[src/rtl/fifo_read_ctrl.sv]
// FIFO read-side pointer/flag controller: read pointer, empty, count, almost-empty.
// Optional FIFO_RD_UNDERFLOW_CLR_EN adds rd_uf_clr to clear the sticky underflow.
module fifo_read_ctrl #(
  parameter int N        = 8,
  parameter int DEPTH    = 100,
  parameter int AE_LEVEL = 4
) (
  input  logic         rd_clk,
  input  logic         rd_rst,
  input  logic         rd_en,
`ifdef FIFO_RD_UNDERFLOW_CLR_EN
  input  logic         rd_uf_clr,
`endif
  input  logic [N-1:0] wrPtr,
  output logic [N-1:0] rdPtr,
  output logic [N-2:0] o_rd_addr,
  output logic         o_rd_valid,
  output logic         o_fifo_empty,
  output logic         o_almost_empty,
  output logic [N-1:0] o_count,
  output logic         o_underflow
);

  localparam int IW = N - 1;
  localparam logic [N:0]    DEPTH_X = (N+1)'(DEPTH);
  localparam logic [N:0]    AE_X    = (N+1)'(AE_LEVEL);
  localparam logic [IW-1:0] LAST    = IW'(DEPTH - 1);

  logic [IW-1:0] rd_idx;
  logic [IW-1:0] wr_idx;
  logic          rd_ph;
  logic          wr_ph;
  logic [N:0]    rd_x;
  logic [N:0]    wr_x;
  logic [N:0]    cnt_x;
  logic          accept;

  assign rd_idx = rdPtr[IW-1:0];
  assign wr_idx = wrPtr[IW-1:0];
  assign rd_ph  = rdPtr[N-1];
  assign wr_ph  = wrPtr[N-1];
  assign rd_x   = {2'b00, rd_idx};
  assign wr_x   = {2'b00, wr_idx};

  // DEPTH need not be a power of two, so the phase-differ case adds DEPTH.
  always_comb begin
    cnt_x = '0;
    if (rd_ph == wr_ph)
      cnt_x = wr_x - rd_x;
    else
      cnt_x = DEPTH_X - rd_x + wr_x;
  end

  assign o_count        = cnt_x[N-1:0];
  assign o_fifo_empty   = (rdPtr == wrPtr);
  assign o_almost_empty = ({1'b0, o_count} <= AE_X);
  assign o_rd_addr      = rd_idx;
  assign accept         = rd_en & ~o_fifo_empty;

  always_ff @(posedge rd_clk or posedge rd_rst) begin
    if (rd_rst) begin
      rdPtr       <= '0;
      o_rd_valid  <= 1'b0;
      o_underflow <= 1'b0;
    end else begin
      o_rd_valid <= accept;
      if (accept) begin
        if (rd_idx == LAST)
          rdPtr <= {~rd_ph, {IW{1'b0}}};
        else
          rdPtr <= {rd_ph, rd_idx + IW'(1)};
      end
      if (rd_en & o_fifo_empty)
        o_underflow <= 1'b1;
`ifdef FIFO_RD_UNDERFLOW_CLR_EN
      else if (rd_uf_clr)
        o_underflow <= 1'b0;
`endif
    end
  end

endmodule

[config.mk]
export PLATFORM = sky130hd
export DESIGN_NAME = fifo_read_ctrl
export DESIGN_NICKNAME = d
export VERILOG_FILES = /design/src/rtl/fifo_read_ctrl.sv
export SDC_FILE = /design/constraint.sdc
export NUM_CORES = 1
export LEC_CHECK = 0
export BUFFER_PORTS_ARGS = -buffer_cell sky130_fd_sc_hd__buf_2
export CORE_UTILIZATION = 50
export CTS_CLUSTER_SIZE = 30
export DETAILED_ROUTE_END_ITERATION = 8
export GPL_TIMING_DRIVEN = 0
export MAX_ROUTING_LAYER = met4
export PLACE_DENSITY = 0.84
export SLEW_MARGIN = 15
export SYNTH_ARGS = -nofsm -noshare
export SYNTH_HDL_FRONTEND = slang
export SYNTH_SLANG_ARGS = --single-unit
[constraint.sdc]
create_clock -name rd_clk -period 9.8 [get_ports rd_clk]
set_input_delay 1.96 -clock rd_clk [delete_from_list [all_inputs] [get_ports rd_clk]]
set_output_delay 1.96 -clock rd_clk [all_outputs]
set_load 0.05 [all_outputs]
==> summary.md, run 1 <==
| Metric | Value |
|---|---|
| Largest net degree at the start of global routing | `11` |
| Crit. End Element | `output port` |
| Initial cell density of the core | `0.5335` |
| Syn_area_per_cell | `8.661 µm²` |
| Diodes inserted | `0` |
| Peak Freq | `156.0 MHz` |
| Die height | `53.65 µm` |
| Initial DRC Count | `25` |
| Clock skew after layout | `0.01030 ns` |
| Distinct cell type count after synthesis | `45` |
| First-pass GRT wire length | `5464 µm` |
| Maxcap violations | `0` |
| Number of global-route vias before repair | `1212` |
| Critical Path AT | `4.45 ns` |
| Via Count | `1297` |
| Hold Slack | `0.4653 ns` |
| Worst stage delay on the critical path | `0.48 ns` |
| Final worst-path cycle share | `0.6542` |
| Setup repair bufs after CTS | `0` |
| Status | `finished, final reports clean` |
| Die area | `2878 µm²` |
| Worst Path Buf+Inv | `4` |
| Ranking of synthesized cells by area | `dfrtp_1 (19%), ha_1 (16%), fa_1 (7.5%)` |
| Async set or reset register ratio after synthesis | `1.000` |
| Synth top area share | `0.1876` |
| Row Count | `18` |
| GRT overflow | `0` |
| Setup CP Type | `input port to output port` |
| Yosys top cell by area | `dfrtp_1` |
| CP startpoint kind | `input port` |
| Top delay family on crit path | `compound AO/OA/AOI/OAI gates` |
| Clk slew on worst S/H paths | `0.08 ns` |
| WP data required | `7.84 ns` |
| Crit-path slowest cell | `fa_1` |
| Area delta synth->final | `19.42%` |
| Num CTS Buffers | `3` |
| CP Cell Sequence | `buf_2 > inv_1 > ha_1 > inv_1 > fa_1 > a211o_1 > a2111oi_0 > a41oi_1 > o211ai_2 > buf_2` |
| Worst Path Max Fanout | `6` |
| DR pass1 iterations | `4` |
| WL final | `3297 µm` |
| Setup TNS | `0 ns` |
| Seq/Total Area, Yosys | `0.1876` |
| Hold-fix buffers, CTS | `0` |
| Synth Cell Area | `1334 µm²` |
| Worst-case clock buffer depth | `2` |
| Routed WL per cell | `14.65 µm` |
| GPL Wtd Cong | `0.8994` |
| Ports | `38` |
| Initial antenna violation count | `0` |
| Nets | `229` |
| Post-DRT Antenna Nets | `0` |
| Cell Area, Placed | `1556 µm²` |
| Die W | `53.65 µm` |
| Worst skew pair latency | `0.28 ns` |
| Resize count post-CTS | `0` |
| Design Area, Final | `1593 µm²` |
| Final min period | `6.411 ns` |
| # DRC | `0` |
| Slew @ Worst Pin | `0.6413 ns` |
| Post-DP HPWL | `2641 µm` |
| Cells after Synth | `154` |
| Hold Vio Cnt, Final | `0` |
| Worst rel slew slack | `0.5692` |
| Clock root cell | `clkbuf_4` |
| RSZ-0062 raised after global routing | `no` |
| H-tree depth | `1` |
| CTS tree | `done` |
| Worst Hold Class | `register to register` |
| Clock Sinks | `10` |
| Total GRT Usage | `0.2724` |
| Vias per inst | `5.764` |
| Warning count from the yosys run | `0` |
| Final setup viols | `0` |
| I/O Buffers | `37` |
| Post-synth EDFFs | `0` |
| #FFs+latches synth | `10` |
| Share of cells above drive strength 1 | `0.2872` |
| Post-Syn Nets | `187` |
| Final Max Slew Viols | `0` |
| Area of the core | `2500 µm²` |
| Main synth FF type | `dfrtp_1` |
cells in the mapped netlist, types with 2 or more instances:
cell type	instances
dfrtp_1	10
buf_4	7
xnor2_1	8
nand2b_1	2
a31oi_1	4
nand4_1	3
inv_1	23
o21ai_0	12
nor2b_1	3
nand3b_1	2
nor2_1	6
o21a_1	2
nor3_1	3
o21bai_1	2
nand3_1	3
nand2_1	5
o211ai_1	2
and3_1	2
a21oi_1	9
ha_1	17
fa_1	5
kinds of logic (layout without fill, tap and decap cells):
logic type	after synthesis	count (layout)	synth area share
multiplexers	2	2	0.01595
XOR/XNOR	10	10	0.07130
AND/OR/NAND/NOR	36	36	0.1595
adder cells (fa/ha/maj)	22	22	0.2345
buffers and inverters	32	73	0.1154
AO/OA/AOI/OAI	42	42	0.2158
flip-flops	10	10	0.1876
metrics by stage:
stage               setup slack [ns]  std cells  utilization
finish                         3.389        225       0.6371
global route                   3.240        225       0.6371
CTS                            3.404        225       0.6371
detailed placement             3.398        221       0.6226
global placement               3.506        221       0.6226
floorplan                      2.885        154            -
flip-flops by register name, summed over array words and instances, names as in the netlist:
signal and cells:
rdPtr 8, o_rd_valid 1, o_underflow 1
metal layers:
layer  vias up  wire, µm  global-route usage
li1        618         -                   -
met1       623      1413              0.3161
met2        50      1709              0.4854
met3         6       136             0.01130
met4         0        38              0.1184
met5         -         0                   -
worst reg2reg max path, cell delays in order (launching register included):
cell and delay, ns:
dfrtp_1 0.51, inv_1 0.13, ha_1 0.41, nand4_1 0.23, o31ai_4 0.41, nor2_1 0.14
a21oi_1 0.19, a31oi_1 0.06
final cells by class:
type	count	area, µm²
well taps	30	37.54
clock buffers	4	36.28
flip-flops and latches	10	250.2
plain buffers	8	63.81
multi-input cells	112	929.6
repair buffers	37	185.2
fillers	232	907.1
inverters	24	90.09
layout by cell type, fill, tap and decap left out, types with 2 or more instances in the layout:
master,netlist,routed
xnor2_1,8,8
nand3_1,3,3
and3_1,2,2
nand3b_1,2,2
clkbuf_4,0,3
o21a_1,2,2
buf_2,0,37
nand2b_1,2,2
fa_1,5,5
a21oi_1,9,9
nor2b_1,3,3
inv_1,23,23
ha_1,17,17
nand4_1,3,3
nor3_1,3,3
o21bai_1,2,2
nor2_1,6,6
o21ai_0,12,12
nand2_1,5,5
o211ai_1,2,2
a31oi_1,4,4
buf_4,7,7
dfrtp_1,10,10
worst paths after layout:
path / startpoint / endpoint / slack, ns / cells after the start
worst max-delay path: wrPtr[2] / o_count[7] / 3.39 / 10
worst max register to register: rdPtr[4] / rdPtr[2] / 7.58 / 7
worst min register to register: o_underflow / o_underflow / 0.47 / 1
worst min-delay path: o_underflow / o_underflow / 0.47 / 1
max in group asynchronous: rd_rst / rdPtr[6] / 7.85 / 2
min in group asynchronous: rd_rst / rdPtr[0] / 1.65 / 2
Power of run 1 is left out: the tool's default activity adds up to more than one toggle a clock period on the data nets, which glitch-free logic cannot reach.
==> run 2, diff against run 1 <==
--- a/config.mk
+++ b/config.mk
@@ -5,13 +5,14 @@
 export SDC_FILE = /design/constraint.sdc
 export NUM_CORES = 1
 export LEC_CHECK = 0
+export ABC_AREA = 1
 export BUFFER_PORTS_ARGS = -buffer_cell sky130_fd_sc_hd__buf_2
-export CORE_UTILIZATION = 50
+export CORE_UTILIZATION = 48
 export CTS_CLUSTER_SIZE = 30
 export DETAILED_ROUTE_END_ITERATION = 8
 export GPL_TIMING_DRIVEN = 0
 export MAX_ROUTING_LAYER = met4
-export PLACE_DENSITY = 0.84
+export PLACE_DENSITY = 0.83
 export SLEW_MARGIN = 15
 export SYNTH_ARGS = -nofsm -noshare
 export SYNTH_HDL_FRONTEND = slang
==> constraint.sdc (replaced) <==
create_clock -name rd_clk -period 5.85 [get_ports rd_clk]
set_input_delay 1.17 -clock rd_clk [delete_from_list [all_inputs] [get_ports rd_clk]]
set_output_delay 1.17 -clock rd_clk [all_outputs]
set_load 0.05 [all_outputs]
==> run 2 against run 1 <==
Against the previous run: the run now ends with design-rule violations left; non-clock buffer count shrank 1; critical endpoint is now o_almost_empty; largest cell class unchanged; synthesized cell count grew 30%; highest routed layer unchanged; register-to-register slack lost 3.5 ns.
==> summary.md, run 2 <==
| Metric | Value |
|---|---|
| Post-Syn Nets | `233` |
| Final Max Slew Viols | `0` |
| Worst skew pair latency | `0.27 ns` |
| Crit-path slowest cell | `fa_1` |
| Number of global-route vias before repair | `1197` |
| Initial antenna violation count | `0` |
| I/O Buffers | `37` |
| Final worst-path cycle share | `0.7457` |
| # DRC | `7` |
| WP data required | `4.68 ns` |
| Setup CP Type | `input port to output port` |
| Warning count from the yosys run | `0` |
| Multi-input gate area | `1015 µm²` |
| FILL cells | `260` |
| Top delay family on crit path | `adder cells` |
| Setup repair bufs after CTS | `0` |
| Area of the core | `2829 µm²` |
| Cells after Synth | `200` |
| Clock root cell | `clkbuf_4` |
| Vias per inst | `4.945` |
| Synth top area share | `0.1701` |
| WL final | `2860 µm` |
| Nets | `275` |
| Failing checks | `design-rule violations` |
| CP startpoint kind | `input port` |
| CP Launch Point | `wrPtr[1]` |
| Crit. End Element | `output port` |
| GPL Wtd Cong | `0.8704` |
| Main synth FF type | `dfrtp_1` |
| Initial cell density of the core | `0.5201` |
| Largest reg by FF count | `rdPtr` |
| Clk slew on worst S/H paths | `0.06 ns` |
| Most frequent cell after synthesis | `nand2_1` |
| Post-synth EDFFs | `0` |
| Resize count post-CTS | `0` |
| Syn_area_per_cell | `7.357 µm²` |
| Maxcap violations | `0` |
| Worst Hold Class | `register to register` |
| Status | `complete, but fails checks` |
| Worst-case clock buffer depth | `2` |
| FF/Latch Area | `250.2 µm²` |
| Total GRT Usage | `0.1971` |
| Peak Freq | `229.2 MHz` |
| Largest net degree at the start of global routing | `11` |
| Ports | `38` |
| First-pass GRT wire length | `4995 µm` |
| Via Count | `1340` |
| Clock Sinks | `10` |
| Ranking of synthesized cells by area | `dfrtp_1 (17%), ha_1 (14%), nand2_1 (12%)` |
| RSZ-0062 raised after global routing | `no` |
| Diodes inserted | `0` |
| Worst stage delay on the critical path | `0.44 ns` |
| Top post-synthesis cells by count | `nand2_1 (46), inv_1 (34), nand3_1 (23)` |
| Synth Cell Area | `1471 µm²` |
| Commonest non-fill, non-tap cell in the layout | `nand2_1` |
| Hold Vio Cnt, Final | `0` |
| Area delta synth->final | `16.75%` |
| Post-DP HPWL | `2424 µm` |
| Die W | `57.37 µm` |
| HP Start | `o_underflow` |
| Num CTS Buffers | `3` |
| H-tree depth | `1` |
| Row Count | `19` |
| GRT overflow | `0` |
| Setup TNS | `0 ns` |
| Worst Path Max Fanout | `4` |
| Slew @ Worst Pin | `0.3920 ns` |
| Critical register-to-register path startpoint | `rdPtr[4]` |
| #FFs+latches synth | `10` |
| Clock skew after layout | `0.003463 ns` |
| Yosys top cell by area | `dfrtp_1` |
| Worst rel slew slack | `0.7384` |
| Largest register FFs | `8` |
| Regs by FF count | `rdPtr (8), o_rd_valid (1), o_underflow (1)` |
| Async set or reset register ratio after synthesis | `1.000` |
| Worst Path Buf+Inv | `2` |
| Seq/Total Area, Yosys | `0.1701` |
| Initial DRC Count | `60` |
| Final min period | `4.362 ns` |
| Hold-fix buffers, CTS | `0` |
| CTS tree | `done` |
| Die area | `3291 µm²` |
| DR pass1 iterations | `6` |
| Post-DRT Antenna Nets | `0` |
| Critical Path AT | `3.19 ns` |
| Share of cells above drive strength 1 | `0.2917` |
| Final setup viols | `0` |
| Most frequent cells in the layout | `nand2_1 (46), buf_2 (37), inv_1 (34)` |
| Die height | `57.37 µm` |
| CP Cell Sequence | `buf_2 > ha_1 > ha_1 > fa_1 > nand3b_1 > nand3_1 > nand3_1 > nor2_1 > nand2_1 > nor2_1 > buf_2` |
| Distinct cell type count after synthesis | `33` |
| Routed WL per cell | `10.55 µm` |
==> run 2: cell count changes after synthesis, sizes merged, moves of 8 or more <==
cell and delta:
o21ai -8, nor2 +8, nand3 +22, xnor2 -8, nand2 +50, inv +14
==> run 2: metrics by stage <==
stage	instances	hold WS [ns]	util	area, µm²	setup slack [ns]
after global routing	271	0.4744	0.6073	1718	1.308
after global placement	268	0.4387	0.5993	1695	1.514
after CTS	271	0.4590	0.6073	1718	1.468
final	271	0.4576	0.6073	1718	1.488
after floorplan	200	0.7638	-	1471	1.119
after detailed placement	268	0.4453	0.5993	1695	1.476
==> run 2: final cells by class <==
class                           instances  area share
Multi-Input combinational cell        144      0.5907
Clock buffer                            3     0.01311
Sequential cell                        10      0.1457
Inverter                               39     0.08958
Tap cell                               31     0.02258
Timing Repair Buffer                   37      0.1078
Buffer                                  7     0.03059
==> run 2: path summary, 6_finish.rpt <==
kind	endpoint	slack, ns	cells past startpoint
worst max-delay path	o_almost_empty	1.49	11
worst min-delay path	o_underflow	0.46	1
worst max register to register	rdPtr[5]	4.04	10
worst min register to register	o_underflow	0.46	1
max in group asynchronous	rdPtr[2]	4.70	2
min in group asynchronous	o_rd_valid	0.87	2
==> run 2: cell families (layout without fill, tap and decap cells) <==
group / count (synthesis) / after routing / share of synthesized area
adders and majority gates: 22 / 22 / 0.2126
and+or+nand+nor: 106 / 106 / 0.3946
buffers and inverters: 46 / 86 / 0.1403
xor gates and xnor gates: 4 / 4 / 0.02892
DFF: 10 / 10 / 0.1701
AOI/OAI and AO/OA: 12 / 12 / 0.05357
==> run 2: layer usage <==
layer  up-vias  share of wire  track usage
met5         -              0            -
met4         0         0.0094      0.06969
met3         3          0.036     0.006803
met2        33           0.49       0.3272
met1       600           0.47       0.2571
li1        704              -            -
Power of run 2 is left out for the same reason.
==> run 3, diff against run 2 <==
==> constraint.sdc (replaced) <==
create_clock -name rd_clk -period 3.59 [get_ports rd_clk]
set_input_delay 0.718 -clock rd_clk [delete_from_list [all_inputs] [get_ports rd_clk]]
set_output_delay 0.718 -clock rd_clk [all_outputs]
set_load 0.05 [all_outputs]
==> run 3 against run 2 <==
Against the previous run: the run still ends with design-rule violations left; global-route usage rose by 0.55 points; critical path depth rose by 3; final area grew 1.6%.
==> summary.md, run 3 (synthesized netlist as in run 2, its figures left out) <==
| Metric | Value |
|---|---|
| Initial antenna violation count | `0` |
| Final Max Slew Viols | `0` |
| H-tree depth | `1` |
| Number of global-route vias before repair | `1250` |
| Commonest non-fill, non-tap cell in the layout | `nand2_1` |
| Die W | `57.37 µm` |
| Failing checks | `design-rule violations` |
| CP startpoint kind | `input port` |
| Share of cells above drive strength 1 | `0.3071` |
| Regs by FF count | `rdPtr (8), o_rd_valid (1), o_underflow (1)` |
| Critical Path AT | `2.71 ns` |
| Diodes inserted | `0` |
| Die height | `57.37 µm` |
| Largest net degree at the start of global routing | `11` |
| Row Count | `19` |
| Nets | `275` |
| Worst Setup Slack, final | `0.1616 ns` |
| CTS tree | `done` |
| Largest register FFs | `8` |
| Worst rel slew slack | `0.7414` |
| Vias per inst | `5.018` |
| Num CTS Buffers | `3` |
| Crit. End Element | `output port` |
| Clock Sinks | `10` |
| Clock skew after layout | `0.009962 ns` |
| Setup TNS | `0 ns` |
| Total GRT Usage | `0.2026` |
| Most frequent cells in the layout | `nand2_1 (46), buf_2 (36), inv_1 (33)` |
| Via Count | `1365` |
| WP data required | `2.87 ns` |
| Worst skew pair latency | `0.27 ns` |
| Total placed cells including tap cells | `268` |
| Clk slew on worst S/H paths | `0.07 ns` |
| Post-DRT Antenna Nets | `0` |
| # DRC | `8` |
| Worst Path Max Fanout | `4` |
| Initial DRC Count | `40` |
| Maxcap violations | `0` |
| Clock root cell | `clkbuf_4` |
| First-pass GRT wire length | `5154 µm` |
| DR pass1 iterations | `7` |
| Status | `complete, but fails checks` |
| Setup CP Type | `input port to output port` |
| RSZ-0062 raised after global routing | `no` |
| Final setup viols | `0` |
| Final worst-path cycle share | `0.9550` |
| Peak Freq | `291.7 MHz` |
| GRT overflow | `0` |
| Initial cell density of the core | `0.5201` |
| Final min period | `3.428 ns` |
| Area of the core | `2829 µm²` |
| Post-route insts no fill | `272` |
| I/O Buffers | `37` |
| Largest reg by FF count | `rdPtr` |
| Ports | `38` |
| WL final | `2827 µm` |
| Post-DP HPWL | `2434 µm` |
| Worst Hold Class | `input port to asynchronous set/reset pin` |
| Die area | `3291 µm²` |
| Slew @ Worst Pin | `0.3875 ns` |
| GPL Wtd Cong | `0.8543` |
| Area delta synth->final | `18.62%` |
| Hold-fix buffers, CTS | `0` |
| Pre-CTS WS | `0.1186 ns` |
| Worst-case clock buffer depth | `2` |
| FILL cells | `267` |
| Routed WL per cell | `10.39 µm` |
| Hold Vio Cnt, Final | `0` |
## run 3: worst paths after layout
kind	startpoint	to	slack (ns)	cells after the start
max in group asynchronous	rd_rst	rdPtr[1]	2.88	2
hold reg to reg	o_underflow	o_underflow	0.47	1
setup / recovery	wrPtr[1]	o_almost_empty	0.16	14
setup reg to reg	rdPtr[4]	rdPtr[5]	1.84	10
hold / removal	rd_rst	rdPtr[0]	0.41	2
min in group rd_clk	o_underflow	o_underflow	0.47	1
## run 3: repair_timing
item                                    CTS  global route
resized for setup                         0             4
endpoints found under the setup margin    0             1
buffers inserted                          0             0
## run 3: metal layers
metal | global-route usage | share of wire | routed length, µm | up-vias
li1 | - | - | - | 700
met2 | 0.3422 | 0.50 | 1411 | 32
met5 | - | 0 | 0 | -
met4 | 0.06969 | 0.011 | 31 | 0
met3 | 0.01134 | 0.032 | 90 | 5
met1 | 0.2571 | 0.46 | 1293 | 628
## run 3: area by class of cell
| type | instances | area (µm²) | area share |
|---|---|---|---|
| well taps | 31 | 38.79 | 0.02222 |
| repair buffers | 37 | 187.7 | 0.1075 |
| clock buffers | 4 | 26.28 | 0.01505 |
| inverters | 39 | 153.9 | 0.08817 |
| flip-flops and latches | 10 | 251.5 | 0.1441 |
| multi-input cells | 144 | 1035 | 0.5928 |
| plain buffers | 7 | 52.55 | 0.03011 |
## run 3: stage by stage
stage                     utilization  area, µm²  hold slack [ns]
after floorplan                     -       1480           0.5581
after global placement         0.6024       1704           0.4388
after detailed placement       0.6024       1704           0.4400
after CTS                      0.6117       1730           0.4255
after global routing           0.6170       1745           0.4481
final                          0.6170       1745           0.4134
## run 3: critical path, stage by stage
cell and delay [ns]:
buf_2 0.12, ha_1 0.34, ha_1 0.23, fa_1 0.41
nand2_1 0.11, nand2_1 0.08, nand3_1 0.10, nand3_1 0.07
nand3_1 0.08, nand2_1 0.06, inv_1 0.05, nand2_1 0.07
nor2_4 0.07, buf_4 0.19
Power of run 3 is left out for the same reason.
